<file path="src/rtl/vfd_scan_capture_if.sv">
// vfd_scan_capture_if: CPU-port capture side and renderer read side of the VFD scan capture block
interface vfd_scan_capture_if #(
  parameter int GRIDS = 10,
  parameter int SEGS  = 20,
  parameter int GW    = $clog2(GRIDS)
);
  logic             ce;
  logic [GRIDS-1:0] grid_in;
  logic [SEGS-1:0]  seg_in;
  logic [GW-1:0]    rd_grid;
  logic [SEGS-1:0]  rd_segs;
  logic             changed;
  logic [GRIDS-1:0] active_grids;
  logic [7:0]       ghost_cnt;
  modport master (
    output ce, grid_in, seg_in, rd_grid,
    input  rd_segs, changed, active_grids, ghost_cnt
  );
  modport slave (
    input  ce, grid_in, seg_in, rd_grid,
    output rd_segs, changed, active_grids, ghost_cnt
  );
endinterface

</file>
<file path="src/rtl/vfd_scan_capture.sv">
// vfd_scan_capture: deglitches multiplexed VFD strobes and holds per-grid rows with afterglow timers
module vfd_scan_capture #(
  parameter int GRIDS     = 10,
  parameter int SEGS      = 20,
  parameter int STABLE    = 4,
  parameter int PERSIST   = 3000,
  parameter int PERSIST_W = 12,
  parameter int GW        = $clog2(GRIDS)
) (
  input logic               clk,
  input logic               reset_n,
  vfd_scan_capture_if.slave bus
);
  localparam logic [1:0] IDLE = 2'd0;
  localparam logic [1:0] QUAL = 2'd1;
  localparam logic [1:0] HOLD = 2'd2;
  localparam logic [3:0] STB  = 4'(STABLE);
  logic [1:0]           state_q, state_d;
  logic [GW-1:0]        cand_grid_q, cand_grid_d, idx;
  logic [SEGS-1:0]      cand_seg_q, cand_seg_d, rd_segs_q, rd_segs_d;
  logic [3:0]           qcnt_q, qcnt_d;
  logic [7:0]           ghost_cnt_q, ghost_cnt_d;
  logic                 changed_q, changed_d;
  logic [SEGS-1:0]      row_q [GRIDS];
  logic [SEGS-1:0]      row_d [GRIDS];
  logic [PERSIST_W-1:0] cnt_q [GRIDS];
  logic [PERSIST_W-1:0] cnt_d [GRIDS];
  logic                 blank, ghost, same, commit;
  always_comb begin
    idx = '0;
    for (int g = 0; g < GRIDS; g++) if (bus.grid_in[g]) idx = GW'(g);
  end
  assign blank = bus.grid_in == '0;
  assign ghost = (bus.grid_in & (bus.grid_in - GRIDS'(1))) != '0;
  assign same  = idx == cand_grid_q && bus.seg_in == cand_seg_q;
  always_comb begin
    state_d     = state_q;
    cand_grid_d = cand_grid_q;
    cand_seg_d  = cand_seg_q;
    qcnt_d      = qcnt_q;
    ghost_cnt_d = ghost_cnt_q;
    commit      = 1'b0;
    if (bus.ce) begin
      if (ghost) begin
        state_d     = IDLE;
        ghost_cnt_d = ghost_cnt_q == 8'hff ? ghost_cnt_q : ghost_cnt_q + 8'd1;
      end else if (blank) begin
        state_d = IDLE;
      end else if (state_q != IDLE && same) begin
        qcnt_d  = qcnt_q >= STB ? qcnt_q : qcnt_q + 4'd1;
        commit  = state_q == HOLD || qcnt_q + 4'd1 >= STB;
        state_d = commit ? HOLD : QUAL;
      end else begin
        cand_grid_d = idx;
        cand_seg_d  = bus.seg_in;
        qcnt_d      = 4'd1;
        commit      = STB == 4'd1;
        state_d     = commit ? HOLD : QUAL;
      end
    end
  end
  // a committed grid reloads its timer; every other lit grid decays and blanks on expiry
  always_comb begin
    changed_d = 1'b0;
    for (int g = 0; g < GRIDS; g++) begin
      row_d[g] = row_q[g];
      cnt_d[g] = cnt_q[g];
      if (commit && idx == GW'(g)) begin
        row_d[g]  = bus.seg_in;
        cnt_d[g]  = PERSIST_W'(PERSIST);
        changed_d = changed_d | row_q[g] != bus.seg_in | cnt_q[g] == '0;
      end else if (bus.ce && cnt_q[g] != '0) begin
        cnt_d[g] = cnt_q[g] - PERSIST_W'(1);
        if (cnt_q[g] == PERSIST_W'(1)) begin
          row_d[g]  = '0;
          changed_d = 1'b1;
        end
      end
    end
  end
  assign rd_segs_d = int'(bus.rd_grid) < GRIDS ? row_q[bus.rd_grid] : '0;
  always_comb for (int g = 0; g < GRIDS; g++) bus.active_grids[g] = cnt_q[g] != '0;
  assign bus.rd_segs   = rd_segs_q;
  assign bus.changed   = changed_q;
  assign bus.ghost_cnt = ghost_cnt_q;
  always_ff @(posedge clk) begin
    if (!reset_n) begin
      state_q     <= IDLE;
      cand_grid_q <= '0;
      cand_seg_q  <= '0;
      qcnt_q      <= '0;
      ghost_cnt_q <= '0;
      changed_q   <= 1'b0;
      rd_segs_q   <= '0;
      for (int g = 0; g < GRIDS; g++) begin
        row_q[g] <= '0;
        cnt_q[g] <= '0;
      end
    end else begin
      state_q     <= state_d;
      cand_grid_q <= cand_grid_d;
      cand_seg_q  <= cand_seg_d;
      qcnt_q      <= qcnt_d;
      ghost_cnt_q <= ghost_cnt_d;
      changed_q   <= changed_d;
      rd_segs_q   <= rd_segs_d;
      row_q       <= row_d;
      cnt_q       <= cnt_d;
    end
  end
endmodule

</file>
<file path="src/flat_wrapper.sv">
// flat-port wrapper written by rule: the top's interface ports become plain ports
module vfd_scan_capture_flat 
#(
  parameter int GRIDS     = 10,
  parameter int SEGS      = 20,
  parameter int STABLE    = 4,
  parameter int PERSIST   = 3000,
  parameter int PERSIST_W = 12,
  parameter int GW        = $clog2(GRIDS)
)
  (clk, reset_n, bus_ce, bus_grid_in, bus_seg_in, bus_rd_grid, bus_rd_segs, bus_changed, bus_active_grids, bus_ghost_cnt);
  vfd_scan_capture_if #(.GRIDS(GRIDS), .SEGS(SEGS), .GW(GW)) bus_i ();
  input logic clk;
  input logic reset_n;
  input wire logic [$bits(bus_i.ce)-1:0] bus_ce;
  input wire logic [$bits(bus_i.grid_in)-1:0] bus_grid_in;
  input wire logic [$bits(bus_i.seg_in)-1:0] bus_seg_in;
  input wire logic [$bits(bus_i.rd_grid)-1:0] bus_rd_grid;
  output wire logic [$bits(bus_i.rd_segs)-1:0] bus_rd_segs;
  output wire logic [$bits(bus_i.changed)-1:0] bus_changed;
  output wire logic [$bits(bus_i.active_grids)-1:0] bus_active_grids;
  output wire logic [$bits(bus_i.ghost_cnt)-1:0] bus_ghost_cnt;
  assign bus_i.ce = bus_ce;
  assign bus_i.grid_in = bus_grid_in;
  assign bus_i.seg_in = bus_seg_in;
  assign bus_i.rd_grid = bus_rd_grid;
  assign bus_rd_segs = bus_i.rd_segs;
  assign bus_changed = bus_i.changed;
  assign bus_active_grids = bus_i.active_grids;
  assign bus_ghost_cnt = bus_i.ghost_cnt;
  vfd_scan_capture #(.GRIDS(GRIDS), .SEGS(SEGS), .STABLE(STABLE), .PERSIST(PERSIST), .PERSIST_W(PERSIST_W), .GW(GW)) u_core (.clk(clk), .reset_n(reset_n), .bus(bus_i));
endmodule
</file>
<file path="config.mk">
export PLATFORM = sky130hd
export DESIGN_NAME = vfd_scan_capture_flat
export DESIGN_NICKNAME = d
export VERILOG_FILES = /design/src/rtl/vfd_scan_capture_if.sv /design/src/rtl/vfd_scan_capture.sv /design/src/flat_wrapper.sv
export SDC_FILE = /design/constraint.sdc
export NUM_CORES = 1
export LEC_CHECK = 0
export ABC_CLOCK_PERIOD_IN_PS = 4400
export BUFFER_PORTS_ARGS = -buffer_cell sky130_fd_sc_hd__buf_2
export CORE_ASPECT_RATIO = 1.2
export CORE_MARGIN = 3
export CORE_UTILIZATION = 62
export CTS_CLUSTER_SIZE = 16
export DETAILED_ROUTE_END_ITERATION = 8
export GPL_TIMING_DRIVEN = 1
export PLACE_DENSITY = 0.88
export SLEW_MARGIN = 20
export SYNTH_ARGS = -nofsm -noshare
export SYNTH_HDL_FRONTEND = slang
export SYNTH_SLANG_ARGS = --single-unit
</file>
<file path="constraint.sdc">
create_clock -name clk -period 4.4 [get_ports clk]
set_input_delay 1.1 -clock clk [delete_from_list [all_inputs] [get_ports clk]]
set_output_delay 1.1 -clock clk [all_outputs]
set_load 0.05 [all_outputs]
</file>
=== Word-level counts from Yosys, hierarchy flattened ===
Cells that the tools add are included.

* Memories kept: 0
* Output and inout bits: 39
* Input bits: 37
* Bits in writable memories: 0
* Register bits after elaboration: 379
* Memory bits (read-only): 0
* Bits in latches: 0
* Word-level logic and storage cells: 307

* Shifts and indexed selects: 0
* $mul: 0
* Mux-type cells: 102
* Bitwise gates (word level): 26
* Reduce and logical (&&, ||, !) cells: 91
* Equal/unequal tests: 34
* Div/mod/pow operators: 0
* Add/subtract/negate cells: 13
* Order comparisons: 4

{| class="wikitable"
|+ Operator list
! cell !! count
|-
| $mux 20 || 32
|-
| $mux 12 || 20
|-
| $ne 20x20->1 || 10
|-
| $eq 12x1->1 const B || 10
|-
| $logic_not 12->1 || 10
|-
| $reduce_bool 12->1 || 10
|-
| $sub 12x1->12 const B || 10
|-
| $bmux 20 s4 || 1
|-
| $reduce_bool 2->1 || 21
|-
| $mux 4 || 10
|-
| $mux 1 || 35
|-
| $logic_and 1x1->1 || 22
|-
| $reduce_and 2->1 || 11
|-
| $eq 20x20->1 || 1
|-
| $reduce_or 2->1 || 10
|-
| $or 1x1->1 || 19
|-
| $eq 4x3->1 const B || 4
|-
| $and 10x10->10 || 1
|-
| $logic_not 10->1 || 1
|-
| $reduce_bool 10->1 || 1
|-
| $sub 10x1->10 const B || 1
|-
| $add 8x1->8 const B || 1
|-
| $eq 4x2->1 const B || 2
|-
| $eq 4x4->1 const B || 2
|-
| other kinds (16) || 25
|}

=== Logic depth before layout (Yosys ltp) ===
* Word-level depth: 45
* Mapped depth: 13
* Mapped depth without buffers: 10

=== Worst setup path before layout ===
OpenSTA, ideal clock, no wires.

* Path kind: input-to-reg
* Start point: in bus_grid_in[9]
* End point: reg u_core.changed_q, in the netlist u_core.bus.changed
* Stages on the path: 10
* Data arrival time: 3.644 ns
* Path slack: 0.626 ns
* Path buffers: 2
* Required time: 4.270 ns
* Library setup time: 0.130 ns
* Path through: buf_2 or2_2 clkbuf_1 nor2_1 xor2_1 or4_4 or4_4 or3_1 a211oi_1 a31oi_1

* Longest elaborated chain between the ends: 37
* Elaborated cells on any way between the ends: 78
* Those cells by class: 1 x add/sub; 10 x eq/ne; 33 x mux; 19 x bitwise; 15 x reduce/logical

{| class="wikitable"
|+ Ends and longest elaborated chain
! item !! line !! text
|-
| start: declaration || flat_wrapper.sv:16 || <nowiki>input wire logic [$bits(bus_i.grid_in)-1:0] bus_grid_in;</nowiki>
|-
| parallel branches: the longest is 36 deep, another holds $sub 10x1->10 || -- ||
|-
| $mux 1 (*) || vfd_scan_capture.sv:68 || <nowiki>if (commit && idx == GW'(g)) begin</nowiki>
|-
| end signal: assignment || vfd_scan_capture.sv:105 || <nowiki>changed_q <= changed_d;</nowiki>
|-
| end: declaration || vfd_scan_capture.sv:23 || <nowiki>logic changed_q, changed_d;</nowiki>
|}

Every way passes the cells marked *.
A chain may end at the register's enable or synchronous reset.

=== Worst setup path after layout ===
* Start point: reg u_core.cnt_q[75] (netlist bit)
* End point: out bus_active_grids[3]

* Longest elaborated chain between the ends: 1

{| class="wikitable"
|+ Ends and longest elaborated chain
! item !! line !! text
|-
| start: declaration || vfd_scan_capture.sv:26 || <nowiki>logic [PERSIST_W-1:0] cnt_q [GRIDS];</nowiki>
|-
| start signal: assignment || vfd_scan_capture.sv:108 || <nowiki>cnt_q <= cnt_d;</nowiki>
|-
| $reduce_bool 12->1 || vfd_scan_capture.sv:82 || <nowiki>always_comb for (int g = 0; g < GRIDS; g++) bus.active_grids[g] = cnt_q[g] != '0;</nowiki>
|-
| end: declaration || flat_wrapper.sv:21 || <nowiki>output wire logic [$bits(bus_i.active_grids)-1:0] bus_active_grids;</nowiki>
|}

Every way passes these cells.

==> metrics.md <==
| Metric | Value |
|---|---|
| Most used cell, CP | or4_1 |
| WS Path Type | flop to output port |
| Final WS setup | 0.407 ns |
| EDFF count, synth | 0 |
| Cts hold-fix bufs | 0 |
| Final Max Slew Viols | 0 |
| Fmax | 250 MHz |
| Pin slew with the least headroom to its limit | around 1.1 ns |
| # setup viols final | 0 |
| Leak | around 7.8 nW |
| # Post-CTS Setup Buffers | 0 |
| VDD IR-drop max | around 0.38 mV |
| Yosys reg bits | approximately 380 |
| Clk_lat worst skew | roughly 0.54 ns |
| Core area | slightly above 0.03 mm^2 |
| Max-capacitance violation count | 0 |
| Chip Height | about 200 um |
| Detailed Route WL | between 50000 and 60000 um |
| # rows | 70 |
| Post-synth top area share | 38.6% |
| DRC | 0 |
| Antenna violations before repair | 3 |
| Slowest-stage cell, CP | or4_1 |
| Die Wd | 169 um |
| TritonCTS clock tree | yes |
| Detailed-route via count | ~18000 |
| Status | finished, final reports clean |
| Endpoint class of the critical path | output port |
| Starting DRT DRC Count | 2311 |
| Largest net degree at the start of global routing | ~180 |
| Synthesized area | between 0.015 and 0.02 mm^2 |
| Clock Path Buffers | 3 |
| Top delay family on crit path | simple AND/OR/NAND/NOR gates |
| Vias in the first global route | approximately 17000 |
| GPL Wtd Cong | around 0.96 |
| Wirelength per Cell | 21.1 um |
| Syn nets | between 2000 and 2500 |
| Data required time of the worst path | approximately 3.3 ns |
| Relative slew slack | around 30% |
| Warnings from Yosys | 0 |
| Hold WC Path Type | flop to flop |
| Share of cells above drive strength 1 | 10.9% |
| Clk slew on worst S/H paths | 0.06 ns |
| Pwr Density | about 500 mW/mm^2 |
| Post-synth top flop | dfxtp_1 |
| Critical-path maximum fanout | 5 |
| Grt total ovfl | 0 |
| Overall power | 10.8 mW |
| Syn Area/Cell | about 8.4 um^2 |
| Startpoint Class | flop |
| H-tree levels | 2 |
| Slowest stage delay, CP | around 0.57 ns |
| Synth async-reset ratio | 0% |
| CTS Sinks | roughly 380 |
| Total GRT Usage | ~33% |
| Synth area leader | dfxtp_1 |
| Worst Path Arrival | 2.89 ns |
| Io pins | 76 |
| Synth Instances | 2343 |
| Register area share after synthesis | between 30 and 40% |
| Die area | between 0.03 and 0.04 mm^2 |
| Post-place setup slack | ~0.22 ns |
| Worst Path Buf+Inv | 1 |
| Final net count | 2400 |
| DRT Pass-1 Iters | 8 |
| First-pass GRT wire length | ~91000 um |
| Final Cell Area | ~0.022 mm^2 |
| Most frequent cell after synthesis | nand2_1 |
| Root buf cell | clkbuf_16 |
| Post-synth top cells | 417 x nand2_1, 379 x dfxtp_1, 248 x a21oi_1, 178 x xnor2_1, 163 x nor2_1 |
| CTS buffer count | 39 |
| Area Overhead vs Synth | 9.64% |
| Skew final | 0.0134 ns |
| Dominant cells by area after synthesis | dfxtp_1 39%, nand2_1 8.0%, xnor2_1 7.9% |
| Initial Util | 63.7% |
| Hpwl dp | ~39000 um |
| Min cycle time layout | 3.99 ns |
| RSZ-0062 raised after global routing | no |
| Area after DPL | 0.0203 mm^2 |
| Fin crit share | about nine tenths |
| Vias/cell | 6.48 |
| I/O Buffers | 75 |
| Final TNS setup | 0 ns |
| CTS-repair resized insts | 0 |
| Netlist cell types | 61 |
| Final Hold Viols | 0 |
| CP cell instances | or4_1 -> or4_1 -> nor3_1 -> nand3_1 -> buf_2 |
| DRT antenna net count | 0 |
-- per-stage QoR --
| step | std cells | hold slack (ns) | util [%] |
|---|---|---|---|
| after global placement | 2690 | 0.450 | 65.8 |
| after global routing | 2760 | 0.485 | 69.9 |
| after detailed placement | 2690 | 0.457 | 65.8 |
| after floorplan | 2343 | 0.442 | - |
| after CTS | 2759 | 0.468 | 69.9 |
| final | 2760 | 0.470 | 69.9 |
-- cells in the final DEF, fill, tap and decap left out, types with 58 or more instances in the layout --
cell type / n
nand3_1: 58
nand2_1: 417
xnor2_1: 178
buf_4: 62
dfxtp_1: 379
nor2_1: 163
a21oi_1: 248
xor2_1: 147
buf_2: 74
nor4_1: 59
-- state kept, by name, indices dropped and copies added (netlist names), 2 cells and up --
signal and cells:
u_core.row_q 200, u_core.bus.rd_segs 20, u_core.state_q 2, u_core.cnt_q 120
u_core.cand_grid_q 4, u_core.cand_seg_q 20, u_core.qcnt_q 4, u_core.bus.ghost_cnt 8
-- worst register-to-register path, cell delays in order (launching register included) --
cell and delay, ns:
dfxtp_1 0.40, ha_1 0.22, nand2_1 0.07, o32ai_1 0.32
and2_1 0.45, nor2_1 0.11, nor4b_1 0.19, buf_4 0.20
a41oi_2 0.75, o2111a_1 0.38, a31oi_1 0.10
-- routing by layer --
metal  vias up  wire length, um  track usage [%]
met3       294             6540             7.96
met5         -               34                0
met4         4             4820             23.5
li1       7994                -                -
met2      1150            26400             53.1
met1      8448            20400             38.8
-- power by group --
part	switching [mW]	leakage (nW)	internal, mW	total [mW]
clock	1.37	0.617	1.92	3.30
sequential	0.361	3.07	3.82	4.19
combinational	2.03	4.15	1.24	3.28
total	3.77	7.84	6.99	10.8
-- cell type report --
| type | instances | area (um^2) |
|---|---|---|
| timing repair buffer | 137 | 856 |
| sequential | 379 | 7590 |
| tap | 396 | 495 |
| inverter | 28 | 113 |
| clock inverter | 5 | 53.8 |
| clock buffer | 64 | 1200 |
| antenna | 1 | 2.50 |
| fill | 2316 | 9290 |
| multi-input combinational | 1750 | 11200 |
-- cells by family after synthesis --
kind of cell	after synthesis	share of synthesized area (%)
mux	92	7.24
xor+xnor	325	14.5
buf+inv	214	4.35
flops	379	38.6
simple gates	930	22.5
fa+ha+maj	28	1.78
compound gates	375	11.0
-- worst paths after layout --
kind	startpoint	cells after the start	slack (ns)	endpoint
worst max register to register	u_core.qcnt_q[0]$_SDFFE_PN0P_	10	1.07	u_core.bus.changed$_SDFF_PN0_
worst min register to register	u_core.cand_seg_q[18]$_SDFFE_PN0P_	2	0.47	u_core.cand_seg_q[18]$_SDFFE_PN0P_
worst min-delay path	u_core.cand_seg_q[18]$_SDFFE_PN0P_	2	0.47	u_core.cand_seg_q[18]$_SDFFE_PN0P_
worst max-delay path	u_core.cnt_q[75]$_SDFFE_PN0P_	5	0.41	bus_active_grids[3]
Note: power is estimated with default switching activity, not from simulation.
